<file path="config.mk">
export PLATFORM = sky130hd
export DESIGN_NAME = reg_dump_controller
export DESIGN_NICKNAME = d
export VERILOG_FILES = /design/src/rtl/reg_dump_controller_pkg.sv /design/src/rtl/reg_dump_controller_byte_serializer.sv /design/src/rtl/reg_dump_controller.sv
export SDC_FILE = /design/constraint.sdc
export NUM_CORES = 1
export LEC_CHECK = 0
export BUFFER_PORTS_ARGS = -buffer_cell sky130_fd_sc_hd__buf_2
export CAP_MARGIN = 5
export CORE_MARGIN = 2
export CORE_UTILIZATION = 55
export DETAILED_ROUTE_END_ITERATION = 12
export MAX_ROUTING_LAYER = met4
export PLACE_DENSITY = 0.91
export SLEW_MARGIN = 20
export SYNTH_ARGS = -nofsm -noshare
export SYNTH_HDL_FRONTEND = slang
export SYNTH_SLANG_ARGS = --single-unit
</file>
<file path="constraint.sdc">
create_clock -name clk -period 1.7 [get_ports clk]
set_input_delay 0.085 -clock clk [delete_from_list [all_inputs] [get_ports clk]]
set_output_delay 0.085 -clock clk [all_outputs]
set_load 0.005 [all_outputs]
</file>
<file path="src/rtl/reg_dump_controller_pkg.sv">
// Shared definitions for the register-dump path: FSM encoding, frame header
// and byte extraction helper, reused by the UART and top-level blocks.
package reg_dump_controller_pkg;

  typedef logic [2:0] state_t;

  localparam state_t ST_IDLE = 3'd0;
  localparam state_t ST_HDR  = 3'd1;
  localparam state_t ST_SEL  = 3'd2;
  localparam state_t ST_SEND = 3'd3;
  localparam state_t ST_CSUM = 3'd4;
  localparam state_t ST_FIN  = 3'd5;

  localparam logic [7:0] DEFAULT_HEADER = 8'hA5;

  // Little-endian byte lane select: idx 0 is word[7:0].
  function automatic logic [7:0] byte_of(input logic [31:0] word, input logic [1:0] idx);
    return word[8*idx +: 8];
  endfunction

endpackage

</file>
<file path="src/rtl/reg_dump_controller_byte_serializer.sv">
// Splits a 32-bit word into four bytes, LSB first, under a valid/ready handshake.
module byte_serializer
  import reg_dump_controller_pkg::*;
(
  input  logic        clk,
  input  logic        reset,
  input  logic        load,
  input  logic [31:0] word_in,
  input  logic        out_ready,
  output logic [7:0]  out_data,
  output logic        out_valid,
  output logic        out_last
);

  logic [31:0] word;
  logic [1:0]  idx;

  // NOTE: sequential state uses non-blocking assignments so every flop samples pre-edge values.
  always_ff @(posedge clk) begin
    if (reset) begin
      word      <= '0;
      idx       <= '0;
      out_valid <= 1'b0;
    end else if (load) begin
      word      <= word_in;
      idx       <= '0;
      out_valid <= 1'b1;
    end else if (out_valid && out_ready) begin
      idx <= idx + 2'd1;
      if (idx == 2'd3) out_valid <= 1'b0;
    end
  end

  assign out_data = byte_of(word, idx);
  assign out_last = (idx == 2'd3);

endmodule

</file>
<file path="src/rtl/reg_dump_controller.sv">
// Halts the CPU and streams the register file over UART as
// header, 4*NUM_REGS little-endian data bytes and an XOR checksum.
module reg_dump_controller
  import reg_dump_controller_pkg::*;
#(
  parameter int         NUM_REGS = 32,
  parameter logic [7:0] HEADER   = DEFAULT_HEADER
) (
  input  logic        clk,
  input  logic        reset,
  input  logic        start,
  input  logic [31:0] Debug_out,
  output logic [4:0]  Debug_Source_select,
  output logic [7:0]  tx_data,
  output logic        tx_valid,
  input  logic        tx_ready,
  output logic        cpu_halt,
  output logic        busy,
  output logic        done
);

  localparam logic [4:0] LAST_SEL = 5'(NUM_REGS - 1);

  state_t     state;
  logic [7:0] ctl_data;
  logic       ctl_valid;
  logic [7:0] checksum;

  logic       ser_load;
  logic [7:0] ser_data;
  logic       ser_valid;
  logic       ser_last;
  logic       ser_accept;

  assign ser_load   = (state == ST_SEL);
  assign ser_accept = ser_valid && tx_ready;

  byte_serializer u_ser (
    .clk      (clk),
    .reset    (reset),
    .load     (ser_load),
    .word_in  (Debug_out),
    .out_ready(tx_ready),
    .out_data (ser_data),
    .out_valid(ser_valid),
    .out_last (ser_last)
  );

  // Header/checksum come from ctl_*, data bytes from the serializer; never both valid.
  assign tx_valid = ctl_valid || ser_valid;
  assign tx_data  = ser_valid ? ser_data : ctl_data;

  always_ff @(posedge clk) begin
    if (reset) begin
      state               <= ST_IDLE;
      ctl_data            <= '0;
      ctl_valid           <= 1'b0;
      Debug_Source_select <= '0;
      busy                <= 1'b0;
      cpu_halt            <= 1'b0;
      done                <= 1'b0;
      checksum            <= '0;
    end else begin
      done <= 1'b0;
      case (state)
        ST_IDLE: begin
          if (start) begin
            state     <= ST_HDR;
            ctl_data  <= HEADER;
            ctl_valid <= 1'b1;
            busy      <= 1'b1;
            cpu_halt  <= 1'b1;
            checksum  <= '0;
          end
        end
        ST_HDR: begin
          if (ctl_valid && tx_ready) begin
            state               <= ST_SEL;
            ctl_valid           <= 1'b0;
            Debug_Source_select <= '0;
          end
        end
        ST_SEL: state <= ST_SEND;
        ST_SEND: begin
          if (ser_accept) begin
            checksum <= checksum ^ ser_data;
            if (ser_last) begin
              if (Debug_Source_select < LAST_SEL) begin
                Debug_Source_select <= Debug_Source_select + 5'd1;
                state               <= ST_SEL;
              end else begin
                // Fold the final data byte in here so the checksum byte is ready next cycle.
                state     <= ST_CSUM;
                ctl_data  <= checksum ^ ser_data;
                ctl_valid <= 1'b1;
              end
            end
          end
        end
        ST_CSUM: begin
          if (ctl_valid && tx_ready) begin
            state     <= ST_FIN;
            ctl_valid <= 1'b0;
            done      <= 1'b1;
          end
        end
        ST_FIN: begin
          state    <= ST_IDLE;
          busy     <= 1'b0;
          cpu_halt <= 1'b0;
        end
        default: state <= ST_IDLE;
      endcase
    end
  end

endmodule

</file>
Yosys cells after proc, flatten, opt, wreduce, memory -nomap -nowiden
Index checks and enable logic that the tools add are counted.

word-level totals
  flip-flop bits (word level) = 62
  input port bits = 36
  logic and storage cells = 82
  output and inout bits = 17

operators by class
  bitwise logic cells = 2
  order comparisons = 1
  mux-type cells = 32
  reductions and logical operators = 20
  add/sub/neg operators = 2
  shift-type cells = 1
  equal/unequal tests = 14

operator list
  cell                 number
  $mux 8               7
  $pmux 8 s2           2
  $shiftx 32x6->8      1
  $mux 5               4
  $mux 3               6
  $pmux 3 s5           1
  $reduce_and 5->1     3
  $ne 2x2->1 const B   7
  $pmux 5 s2           1
  $reduce_bool 2->1    5
  $mux 1               9
  $xor 8x8->8          1
  $eq 3x2->1 const B   2
  $eq 3x3->1 const B   2
  $reduce_and 6->1     1
  $reduce_or 2->1      3
  $add 5x1->5 const B  1
  $lt 5x5->1 const B   1
  $reduce_and 2->1     2
  $eq 3x1->1 const B   1
  $logic_not 3->1      1
  $pmux 1 s3           1
  $reduce_and 3->1     1
  $reduce_bool 3->1    1
  other kinds (7)      8

Logic depth before layout (Yosys ltp)
  depth in word-level cells = 6
  depth in mapped cells = 6
  mapped depth without buffers = 5

Hierarchy
Synthesis repeated with hierarchy kept, for this count alone.

second synthesis, totals
  cell total of the unflattened synthesis = 298
  area, all modules = 3101.7 µm²

modules (own cells, without submodules)
  module               cells each  seq. area each (µm²)  area an instance (µm²)  instances
  reg_dump_controller  171         540.5                 1627.8                  1
  byte_serializer      127         700.7                 1473.9                  1

Worst setup path after synthesis
Ideal clock, no wire load.

  kind = register -> register
  start = register u_ser.idx[0]
  end = register ctl_data[0]
  arrival time = 1.364 ns
  path buffers = 1
  path slack = 0.250 ns
  required time = 1.614 ns
  stages on the path, launching flop included = 5
  setup time = 0.086 ns
  clock period less this slack = 1.450 ns
  path through = dfxtp_1 -> buf_6 -> mux4_2 -> xnor2_1 -> a211oi_1

on the way
  longest elaborated chain between the ends = 6
  elaborated cells between the ends (all ways) = 9
  those cells by class = 2 x eq/ne; 1 x shift; 4 x mux; 1 x bitwise; 1 x reduce/logical

ends and longest elaborated chain
  element                   line                                       text
  start: declaration        reg_dump_controller_byte_serializer.sv:16  logic [1:0] idx;
  start signal: assignment  reg_dump_controller_byte_serializer.sv:29  idx <= idx + 2'd1;
  $shiftx 32x6->8           reg_dump_controller_pkg.sv:18              return word[8*idx +: 8];
  $xor 8x8->8               reg_dump_controller.sv:94                  ctl_data <= checksum ^ ser_data;
  $mux 8                    reg_dump_controller.sv:88                  if (Debug_Source_select < LAST_SEL) begin
  $mux 8                    reg_dump_controller.sv:87                  if (ser_last) begin
  $mux 8                    reg_dump_controller.sv:85                  if (ser_accept) begin
  $pmux 8 s2                reg_dump_controller.sv:65                  case (state)
  end signal: assignment    reg_dump_controller.sv:94
  end: declaration          reg_dump_controller.sv:25                  logic [7:0] ctl_data;

Several ways; a longest one is shown, not always the timed one. The select of a mux whose other input is x is not followed.
A chain may end at the register's enable or synchronous reset.

Worst setup path in the final report
  start = register u_ser.idx[0]
  end = output tx_data[0]

on the way
  longest elaborated chain between the ends = 2

ends and longest elaborated chain
  element           line                           text
  $shiftx 32x6->8   reg_dump_controller_pkg.sv:18
  $mux 8            reg_dump_controller.sv:51      assign tx_data = ser_valid ? ser_data : ctl_data;
  end: declaration  reg_dump_controller.sv:14      output logic [7:0] tx_data,

Every way passes these cells.

==> impl_metrics.toml <==
[run_status]
status = "finished with violations"
violations = "negative setup slack"

[timing]
max_clock_freq_mhz = 524
skew_ps = 8.42
grt_setup_unrepaired = "true"
timing.final.crit_share = 1.12
fin_crit_ps = 1910
tightest_slew_ps = 465
finalSetupViolCount = 12
hold_viol = 0
final.setup.worst_slack_ps = -210
slew_headroom = 0.687
drv_slew = 0

[clock_network]
cts_buffers = 9
htree_levels = 3
cts_buffer_depth = 2
cts.clk_slew.worst_paths_ps = 70
clk_latency_ps = 350
clock-root-buffer = "clkbuf_8"
cts_sinks = 62
cts_tree = "built"

[route]
ant_nets = 0
drtIter0Drc = 271
wl_met3_um = 583
drc = 0
wl_mm = 8.80
highest_layer = "met4"
dr_wl_met2_mm = 4.43
dr_total_vias = 2942
wl_per_cell_um = 17.3
firstDrtPassIters = 5
drt-vias-per-instance = 5.77
met1Wirelength_mm = 3.48

[placement]
dp.cells = 448
place_ws_ps = 57.8
globalplace.congestion = 0.898
dpl-instance-area_um2 = 3280
port_buffers = 52
hpwl_mm = 4.52

[logic_synthesis]
synth_xor_area_frac = 0.0270
synth-compound-area-share = 0.168
synth_fp_nets = 373
async_flop_share = 0
yosysUniqueCellTypes = 47
syn_inst = 335
ys_warn_count = 0
synth.area.mux_share = 0.0839
synth_top_family_by_area = "simple AND/OR/NAND/NOR gates"
synth-edff-count = 0
synth_sequential_area_ratio = 0.425
synth-seq-cells = 62
synthSimpleGateAreaFrac = 0.226
netlist_area_um2 = 2920
synth_adder_area_share = 0.00857
syn_avg_cell_area_um2 = 8.72
synth-main-ff-cell = "dfxtp_1"

[finish]
syn2layout_area_growth_pct = 40.4
mostFrequentLayoutCells = "nand2_1, dfxtp_1, buf_2, a21oi_1, dlygate4sd3_1"
nets = 473
num_antenna_cells = 0
design_area_um2 = 4100
nFillCells = 284
final_cells = 510
drive_gt1_frac = 0.309
utilization = 0.803
final_common_cell = "nand2_1"

[global_route]
grt_overflow = 0
grt_pass1_wl_mm = 13.6
grt_use_total = 0.301
grt_max_degree = 40
grt_pass1_vias = 2900
antenna_found_initial = 0

[floorplanning]
core_region_area_um2 = 5110
dieArea_um2 = 5910
start_util = 0.572
dieWidth_um = 76.9
die_y_um = 76.9
core.rowCount = 26
boundaryPins = 53

[power_and_ir_drop]
p_clk_frac = 0.451
intPower_mw = 2.61
ir_drop_mv = 0.545
power_switching_mw = 0.767
comb_power_share = 0.103
cellPowerDensity_nw_per_um2 = 823
p_sw_frac = 0.227
seqPwrFrac = 0.446
p_leak_nw = 1.56

[setup_path]
crit_path_max_fanout = 5
crit_required_ps = 1620
critPathArrivalTime_ps = 1820
worstSetupPathType = "reg -> out"
worst_setup_path_end_kind = "primary output"
cp-start-kind = "register"

[flow_run]
cap_violations = 0

[worst_hold_path]
hold_path.class = "in -> reg"
==> area by class of cell <==
class	count	area [um^2]	share of cell area
Tap cell	70	87.6	0.0213
Multi-Input combinational cell	240	1610	0.392
Clock buffer	13	169	0.0412
Sequential cell	62	1240	0.303
Inverter	7	26.3	0.00640
Timing Repair Buffer	115	901	0.220
Clock inverter	3	65.1	0.0159
==> synth_stat cells (all sizes together), types with 3 or more instances <==
| library cell | count | area share |
|---|---|---|
| nor2 | 18 | 0.026 |
| a21oi | 47 | 0.081 |
| o32ai | 4 | 0.012 |
| mux2 | 4 | 0.015 |
| clkbuf | 12 | 0.015 |
| inv | 7 | 0.0090 |
| buf | 14 | 0.037 |
| nor3 | 11 | 0.024 |
| o21ai | 16 | 0.027 |
| nand2 | 72 | 0.093 |
| nand3 | 5 | 0.012 |
| nand4b | 8 | 0.024 |
| mux4 | 8 | 0.062 |
| nor4 | 3 | 0.012 |
| a211oi | 9 | 0.025 |
| dfxtp | 62 | 0.42 |
| xnor2 | 9 | 0.027 |
==> worst paths after layout <==
path | start | to | slack [ps] | depth (start not counted)
worst min-delay path | Debug_out[13] | u_ser.word[13]$_SDFFE_PP0P_ | 60 | 3
worst max register to register | u_ser.idx[0]$_SDFFE_PP0P_ | ctl_data[5]$_SDFFE_PP0P_ | -130 | 6
worst min register to register | u_ser.word[1]$_SDFFE_PP0P_ | u_ser.word[1]$_SDFFE_PP0P_ | 460 | 2
worst max-delay path | u_ser.idx[0]$_SDFFE_PP0P_ | tx_data[0] | -210 | 4
==> kinds of logic after synthesis <==
group           count (synthesis)
compound gates                 85
xor+xnor                        9
fa+ha+maj                       2
buf+inv                        33
flops                          62
mux                            14
simple gates                  130
==> flip-flops by register name, summed over array words and instances (netlist names) <==
| name | flops |
|---|---|
| Debug_Source_select | 5 |
| u_ser.idx | 2 |
| u_ser.out_valid | 1 |
| done | 1 |
| u_ser.word | 32 |
| busy | 1 |
| state | 3 |
| checksum | 8 |
| ctl_valid | 1 |
| ctl_data | 8 |
==> power groups by stage <==
stage / clock network [mW] / registers, mW / logic, mW
after global routing: 1.59 / 1.51 / 0.374
after detailed placement: 0 / 1.54 / 0.238
after CTS: 1.52 / 1.50 / 0.311
final: 1.52 / 1.51 / 0.348
after global placement: 0 / 1.54 / 0.232
after floorplan: 0 / 1.53 / 0.156
==> metal layers <==
metal,GRT usage,vias up
met2,0.492,148
met5,-,-
met3,0.0800,35
met1,0.332,1381
li1,-,1378
met4,0.167,0
==> critical path: stages (launching register included) <==
cell and delay [ps]:
dfxtp_4 390, buf_12 130, mux4_2 530, mux2_4 300, buf_6 120
==> per-stage QoR <==
step / power (mW) / TNS, ps / hold slack, ps
global route: 3.48 / -2070 / 28.6
floorplan: 1.68 / 0 / 221
finish: 3.38 / -1280 / 55.8
global placement: 1.77 / 0 / 325
CTS: 3.34 / -1020 / 6.50
detailed placement: 1.78 / 0 / 332
==> what timing repair did <==
item                                    CTS  global route
endpoints found under the hold margin    30             1
endpoints found under the setup margin    8            24
cloned                                    1             0
hold buffers                             30             1
gates resized for setup                  13            23
buffers inserted                         10             8
pin swaps                                 4            12
No activity file was read; power rests on OpenSTA's default activity.
